$ cat src/rtl/pipe_stage_reg_if.sv
// Bundle of the pipeline-register signals between two pipeline stages.
//
// The master side (the upstream stage, or the bench) drives:
//   en, flush, valid_in, ir_in, pc_in, data_in, we_in,
//   tnew_in, exc_in, exc_local, bd_in
// The slave side (pipe_stage_reg) drives:
//   valid_out, ir_out, pc_out, data_out, we_out,
//   tnew_out, exc_out, bd_out, flush_cnt
//
// data_in and data_out pack N_DATA lanes. Lane 0 is in the least
// significant bits.
interface pipe_stage_reg_if #(
    parameter int DATA_W = 32,
    parameter int N_DATA = 3,
    parameter int TNEW_W = 3,
    parameter int EXC_W  = 5,
    parameter int CNT_W  = 16
);
    // stage control
    logic                     en;
    logic                     flush;

    // inputs from the upstream stage
    logic                     valid_in;
    logic [DATA_W-1:0]        ir_in;
    logic [DATA_W-1:0]        pc_in;
    logic [N_DATA*DATA_W-1:0] data_in;
    logic                     we_in;
    logic [TNEW_W-1:0]        tnew_in;
    logic [EXC_W-1:0]         exc_in;
    logic [EXC_W-1:0]         exc_local;
    logic                     bd_in;

    // registered outputs
    logic                     valid_out;
    logic [DATA_W-1:0]        ir_out;
    logic [DATA_W-1:0]        pc_out;
    logic [N_DATA*DATA_W-1:0] data_out;
    logic                     we_out;
    logic [TNEW_W-1:0]        tnew_out;
    logic [EXC_W-1:0]         exc_out;
    logic                     bd_out;
    logic [CNT_W-1:0]         flush_cnt;

    modport master (
        output en, flush, valid_in, ir_in, pc_in, data_in, we_in,
               tnew_in, exc_in, exc_local, bd_in,
        input  valid_out, ir_out, pc_out, data_out, we_out,
               tnew_out, exc_out, bd_out, flush_cnt
    );

    modport slave (
        input  en, flush, valid_in, ir_in, pc_in, data_in, we_in,
               tnew_in, exc_in, exc_local, bd_in,
        output valid_out, ir_out, pc_out, data_out, we_out,
               tnew_out, exc_out, bd_out, flush_cnt
    );
endinterface

$ cat src/rtl/pipe_stage_reg.sv
// Parametrised register between two stages of the five-stage MIPS pipeline.
// It is used for the D/E, E/M and M/W boundaries.
//
// Each rising edge does one of the following, highest priority first:
//   flush : loads a bubble. pc and bd are still taken from the inputs, so
//           EPC and BD stay correct. flush_cnt counts up and stops at all-ones.
//   !en   : holds every register, flush_cnt included.
//   load  : captures the stage inputs. Tnew counts down by one.
//
// An exception, from upstream or found in this cycle, kills the payload.
// pc, bd, valid and the merged exception code are kept.
//
// Ports:
//   clk   : rising-edge clock
//   reset : asynchronous, active-low reset
//   s     : pipe_stage_reg_if.slave (stage inputs and registered outputs)
module pipe_stage_reg #(
    parameter int          DATA_W   = 32,
    parameter int          N_DATA   = 3,
    parameter int          TNEW_W   = 3,
    parameter int          EXC_W    = 5,
    parameter int          CNT_W    = 16,
    parameter logic [31:0] RESET_PC = 32'h3000,
    parameter int          TNEW_DEC = 1
) (
    input  logic             clk,
    input  logic             reset,
    pipe_stage_reg_if.slave  s
);

    localparam int DW = N_DATA * DATA_W;

    logic              valid_q, valid_d;
    logic [DATA_W-1:0] ir_q,    ir_d;
    logic [DATA_W-1:0] pc_q,    pc_d;
    logic [DW-1:0]     data_q,  data_d;
    logic              we_q,    we_d;
    logic [TNEW_W-1:0] tnew_q,  tnew_d;
    logic [EXC_W-1:0]  exc_q,   exc_d;
    logic              bd_q,    bd_d;
    logic [CNT_W-1:0]  cnt_q,   cnt_d;

    logic [EXC_W-1:0]  exc_m;
    logic [TNEW_W-1:0] tnew_dec;

    // An exception already recorded upstream is older than one found in
    // this cycle, so it has priority.
    assign exc_m = (s.exc_in != '0) ? s.exc_in : s.exc_local;

    // Tnew counts toward "result ready" and stops at 0 instead of wrapping.
    generate
        if (TNEW_DEC != 0) begin : g_tnew_dec
            assign tnew_dec = (s.tnew_in == '0) ? '0 : s.tnew_in - TNEW_W'(1);
        end else begin : g_tnew_pass
            assign tnew_dec = s.tnew_in;
        end
    endgenerate

    always_comb begin
        // The default is hold, which covers the stall case.
        valid_d = valid_q;
        ir_d    = ir_q;
        pc_d    = pc_q;
        data_d  = data_q;
        we_d    = we_q;
        tnew_d  = tnew_q;
        exc_d   = exc_q;
        bd_d    = bd_q;
        cnt_d   = cnt_q;

        if (s.flush) begin
            valid_d = 1'b0;
            ir_d    = '0;
            data_d  = '0;
            we_d    = 1'b0;
            tnew_d  = '0;
            exc_d   = '0;
            pc_d    = s.pc_in;
            bd_d    = s.bd_in;
            if (cnt_q != '1) begin
                cnt_d = cnt_q + CNT_W'(1);
            end
        end else if (s.en) begin
            // pc and bd follow the slot in every load case.
            // They are needed for EPC and BD even when the slot is empty.
            pc_d = s.pc_in;
            bd_d = s.bd_in;
            if (!s.valid_in) begin
                // An upstream bubble: same as a flush, but it is not counted.
                valid_d = 1'b0;
                ir_d    = '0;
                data_d  = '0;
                we_d    = 1'b0;
                tnew_d  = '0;
                exc_d   = '0;
            end else if (exc_m != '0) begin
                // The instruction is killed. It stays valid so that the
                // exception reaches the commit point.
                valid_d = 1'b1;
                ir_d    = '0;
                data_d  = '0;
                we_d    = 1'b0;
                tnew_d  = '0;
                exc_d   = exc_m;
            end else begin
                valid_d = 1'b1;
                ir_d    = s.ir_in;
                data_d  = s.data_in;
                we_d    = s.we_in;
                tnew_d  = tnew_dec;
                exc_d   = '0;
            end
        end
    end

    always_ff @(posedge clk or negedge reset) begin
        if (!reset) begin
            valid_q <= 1'b0;
            ir_q    <= '0;
            pc_q    <= DATA_W'(RESET_PC);
            data_q  <= '0;
            we_q    <= 1'b0;
            tnew_q  <= '0;
            exc_q   <= '0;
            bd_q    <= 1'b0;
            cnt_q   <= '0;
        end else begin
            valid_q <= valid_d;
            ir_q    <= ir_d;
            pc_q    <= pc_d;
            data_q  <= data_d;
            we_q    <= we_d;
            tnew_q  <= tnew_d;
            exc_q   <= exc_d;
            bd_q    <= bd_d;
            cnt_q   <= cnt_d;
        end
    end

    assign s.valid_out = valid_q;
    assign s.ir_out    = ir_q;
    assign s.pc_out    = pc_q;
    assign s.data_out  = data_q;
    assign s.we_out    = we_q;
    assign s.tnew_out  = tnew_q;
    assign s.exc_out   = exc_q;
    assign s.bd_out    = bd_q;
    assign s.flush_cnt = cnt_q;

endmodule

$ cat src/flat_wrapper.sv
// flat-port wrapper written by rule: the top's interface ports become plain ports
module pipe_stage_reg_flat 
#(
    parameter int          DATA_W   = 32,
    parameter int          N_DATA   = 3,
    parameter int          TNEW_W   = 3,
    parameter int          EXC_W    = 5,
    parameter int          CNT_W    = 16,
    parameter logic [31:0] RESET_PC = 32'h3000,
    parameter int          TNEW_DEC = 1
)
  (clk, reset, s_en, s_flush, s_valid_in, s_ir_in, s_pc_in, s_data_in, s_we_in, s_tnew_in, s_exc_in, s_exc_local, s_bd_in, s_valid_out, s_ir_out, s_pc_out, s_data_out, s_we_out, s_tnew_out, s_exc_out, s_bd_out, s_flush_cnt);
  pipe_stage_reg_if #(.DATA_W(DATA_W), .N_DATA(N_DATA), .TNEW_W(TNEW_W), .EXC_W(EXC_W), .CNT_W(CNT_W)) s_i ();
  input  logic clk;
  input  logic reset;
  input wire logic [$bits(s_i.en)-1:0] s_en;
  input wire logic [$bits(s_i.flush)-1:0] s_flush;
  input wire logic [$bits(s_i.valid_in)-1:0] s_valid_in;
  input wire logic [$bits(s_i.ir_in)-1:0] s_ir_in;
  input wire logic [$bits(s_i.pc_in)-1:0] s_pc_in;
  input wire logic [$bits(s_i.data_in)-1:0] s_data_in;
  input wire logic [$bits(s_i.we_in)-1:0] s_we_in;
  input wire logic [$bits(s_i.tnew_in)-1:0] s_tnew_in;
  input wire logic [$bits(s_i.exc_in)-1:0] s_exc_in;
  input wire logic [$bits(s_i.exc_local)-1:0] s_exc_local;
  input wire logic [$bits(s_i.bd_in)-1:0] s_bd_in;
  output wire logic [$bits(s_i.valid_out)-1:0] s_valid_out;
  output wire logic [$bits(s_i.ir_out)-1:0] s_ir_out;
  output wire logic [$bits(s_i.pc_out)-1:0] s_pc_out;
  output wire logic [$bits(s_i.data_out)-1:0] s_data_out;
  output wire logic [$bits(s_i.we_out)-1:0] s_we_out;
  output wire logic [$bits(s_i.tnew_out)-1:0] s_tnew_out;
  output wire logic [$bits(s_i.exc_out)-1:0] s_exc_out;
  output wire logic [$bits(s_i.bd_out)-1:0] s_bd_out;
  output wire logic [$bits(s_i.flush_cnt)-1:0] s_flush_cnt;
  assign s_i.en = s_en;
  assign s_i.flush = s_flush;
  assign s_i.valid_in = s_valid_in;
  assign s_i.ir_in = s_ir_in;
  assign s_i.pc_in = s_pc_in;
  assign s_i.data_in = s_data_in;
  assign s_i.we_in = s_we_in;
  assign s_i.tnew_in = s_tnew_in;
  assign s_i.exc_in = s_exc_in;
  assign s_i.exc_local = s_exc_local;
  assign s_i.bd_in = s_bd_in;
  assign s_valid_out = s_i.valid_out;
  assign s_ir_out = s_i.ir_out;
  assign s_pc_out = s_i.pc_out;
  assign s_data_out = s_i.data_out;
  assign s_we_out = s_i.we_out;
  assign s_tnew_out = s_i.tnew_out;
  assign s_exc_out = s_i.exc_out;
  assign s_bd_out = s_i.bd_out;
  assign s_flush_cnt = s_i.flush_cnt;
  pipe_stage_reg #(.DATA_W(DATA_W), .N_DATA(N_DATA), .TNEW_W(TNEW_W), .EXC_W(EXC_W), .CNT_W(CNT_W), .RESET_PC(RESET_PC), .TNEW_DEC(TNEW_DEC)) u_core (.clk(clk), .reset(reset), .s(s_i));
endmodule
$ cat config.mk
export PLATFORM = sky130hd
export DESIGN_NAME = pipe_stage_reg_flat
export DESIGN_NICKNAME = d
export VERILOG_FILES = /design/src/rtl/pipe_stage_reg_if.sv /design/src/rtl/pipe_stage_reg.sv /design/src/flat_wrapper.sv
export SDC_FILE = /design/constraint.sdc
export NUM_CORES = 1
export LEC_CHECK = 0
export CORE_MARGIN = 8
export CORE_UTILIZATION = 44
export CTS_BUF_LIST = sky130_fd_sc_hd__clkbuf_4
export DETAILED_ROUTE_END_ITERATION = 6
export GPL_TIMING_DRIVEN = 1
export PLACE_DENSITY_LB_ADDON = 0.15
export SLEW_MARGIN = 10
export SYNTH_ARGS = -nofsm -noshare
export SYNTH_HDL_FRONTEND = slang
export SYNTH_SLANG_ARGS = --single-unit
$ cat constraint.sdc
create_clock -name clk -period 4.6 [get_ports clk]
set_input_delay 1.15 -clock clk [delete_from_list [all_inputs] [get_ports clk]]
set_output_delay 1.15 -clock clk [all_outputs]
set_load 0.01 [all_outputs]
==> metrics.cfg <==
[hold_path]
worstHoldStart=u_core.s.flush_cnt[6]$_DFFE_PN0P_
hp-class=reg -> reg
min_path_cells=1
whs_endpoint=u_core.s.flush_cnt[6]$_DFFE_PN0P_

[timing]
skew_ns=0.0174
final_max_slew_viol_count=0
worst_slew_pin_slew_ns=0.869
hold_violations=0
tns_ns=0
hold-worst-slack_ns=0.505
setup_violations=0
fmax_mhz=348
slew_headroom=0.421
fin_crit_sh=0.625
rsz0062_at_grt=no
period_minus_slack_ns=2.87

[place]
dp.cells=1021
io_buffers=366
gp_congestion=0.880
hpwlAfterDp_um=18000

[synth]
synth.distinct_cells=31
yosysTopAreaCellShare=0.671
yosys_register_bits=187
synth_largest_area_cell=dfrtp_1
yosysSeqAreaShare=0.679
syn_nets=652
synth_area_per_cell_um2=14.6
synthTopCellsByArea=dfrtp_1 (67%), a22o_1 (17%), mux2_2 (5.6%)
netlist_area_um2=6900
synthCells=471
yosysWarningCount=0

[critical_path]
start_kind=input pin
cp.arrival_ns=3.38
r2r_slack_ns=2.68
cp_max_fo=75
ff2ff_path_depth=4
r2r_start=u_core.s.flush_cnt[3]$_DFFE_PN0P_
worstSetupStartpoint=s_flush
critPathCaptureType=flip-flop
rr_endpoint=u_core.s.flush_cnt[15]$_DFFE_PN0P_
critical_path_required_ns=5.11
critPathKind=in -> reg

[clock_tree]
cts_buffers=17
cts.sinks=187
cts_root_buffer=clkbuf_4
htree_num_levels=4
cts_tree=yes
cts.path.max_buffers=2
hold_buffers=0
cts_resized=0
clk_pin_slew_ns=0.16
cts_setup_buffers=0
clkLatencyLatePin_ns=0.55

[global_routing]
grt_max_degree=101
grt_overflow=0
grt_first_pass_wirelength_um=35500
track_usage=0.232
first_global_vias=6001
antenna_found_initial=1

[floorplanning]
chipWidth_um=141
dieArea_um2=19900
boundaryPins=367
start_util=0.452
core_area_um2=15300
rows=45
dieHeight_um=141

[drt]
wl_per_cell_um=22.5
num_vias=5651
postRouteAntennaNets=0
drcViolationCount=0
first_pass_iters=4
wirelength_um=23700
drtIter0Drc=288
viasPerCell=5.37

[cells_and_area]
final_common_cell=clkdlybuf4s50_1
drive_gt1_frac=0.0892
instances_no_fill=1053
most-common-layout-cells=clkdlybuf4s50_1 (365), dfrtp_1 (185), a22o_1 (132)
utilization=0.726
area_delta_synth_final_pct=60.5
layout.nets=1010

[pwr]
p_per_area_nw_per_um2=292
power_frac_seq=0.544
p_leak_nw=4.81
ir_drop_mv=0.201
p_sw_frac=0.251
internal_power_mw=2.42
combPwrFrac=0.149
p_sw_mw=0.810
power_frac_clock=0.307
total_power_mw=3.23

[run]
maxCapViolCount=0

[status]
status=finished clean

==> power by group through the flow <==
| stage | clock, mW | combinational (mW) | sequential [mW] |
|---|---|---|---|
| floorplan | 0 | 0.105 | 1.81 |
| global placement | 0 | 0.473 | 1.78 |
| detailed placement | 0 | 0.484 | 1.79 |
| CTS | 1.03 | 0.486 | 1.76 |
| global route | 1.08 | 0.514 | 1.77 |
| finish | 0.992 | 0.480 | 1.76 |
==> per-stage QoR <==
step	setup WS (ns)	area (um^2)
after CTS	1.71	11100
after detailed placement	1.16	10700
final	1.73	11100
after global routing	1.68	11100
after floorplan	2.15	6900
after global placement	1.28	10700
==> worst max-delay path by stage <==
stage,endpoint,slack (ns),cells past startpoint
final,u_core.s.data_out[13]$_DFFE_PN0P_,1.73,5
after global routing,u_core.s.data_out[32]$_DFFE_PN0P_,1.68,5
after CTS,s_pc_out[12],1.71,1
after detailed placement,u_core.s.data_out[13]$_DFFE_PN0P_,1.16,5
after global placement,u_core.s.data_out[22]$_DFFE_PN0P_,1.28,5
after floorplan,u_core.s.data_out[0]$_DFFE_PN0P_,2.15,6
==> worst max-delay path: stages <==
cell	delay [ns]
clkdlybuf4s50_1	0.55
nand3b_1	0.38
nor4b_4	0.31
buf_4	0.65
a22o_1	0.26
==> flip-flops by register name, summed over array words and instances, names as in the netlist <==
| register | flops |
|---|---|
| u_core.s.valid_out | 1 |
| u_core.s.exc_out | 5 |
| u_core.s.ir_out | 32 |
| u_core.s.flush_cnt | 16 |
| u_core.s.pc_out | 32 |
| u_core.s.bd_out | 1 |
| u_core.s.we_out | 1 |
| u_core.s.data_out | 96 |
| u_core.s.tnew_out | 3 |
==> per-layer routing <==
| layer | routed length (um) | up-vias | GRT usage |
|---|---|---|---|
| met1 | 8650 | 2826 | 0.255 |
| li1 | - | 2482 | - |
| met4 | 795 | 0 | 0.0995 |
| met2 | 11900 | 294 | 0.393 |
| met5 | 0 | - | 0 |
| met3 | 2390 | 49 | 0.0935 |
==> final cells by class <==
| cell class | count | area [um^2] |
|---|---|---|
| Sequential cell | 187 | 4680 |
| Antenna cell | 1 | 2.50 |
| Timing Repair Buffer | 371 | 3730 |
| Clock buffer | 17 | 128 |
| Inverter | 5 | 18.8 |
| Clock inverter | 14 | 194 |
| Multi-Input combinational cell | 247 | 2060 |
| Tap cell | 211 | 264 |
| Fill cell | 1035 | 4190 |
==> synthesized netlist by cell type (all sizes together) <==
library cell    n
o21a            1
o211ai          1
xnor2           8
nor3            6
nand2          16
o41ai           1
and3            3
xor2            5
dfstp           2
nand3b          1
nor2            9
mux2           34
nand4           7
nor4b           1
buf            14
o21ai           5
or3             1
a41oi           1
a31oi           3
o2111ai         1
ha              1
and2            1
dfrtp         185
nand3           4
inv             5
nor2b           1
a22o          132
a21oi           2
clkbuf         18
nor4            2
==> kinds of logic (layout without fill, tap and decap cells) <==
logic type,after synthesis,count (layout),synth area share
fa+ha+maj,1,1,0.00181
compound gates,147,147,0.184
other cells,0,1,0
simple gates,52,52,0.0377
xor+xnor,13,13,0.0165
flops,187,187,0.679
buf+inv,37,407,0.0256
mux,34,34,0.0555
No activity file was read; power rests on OpenSTA's default activity.
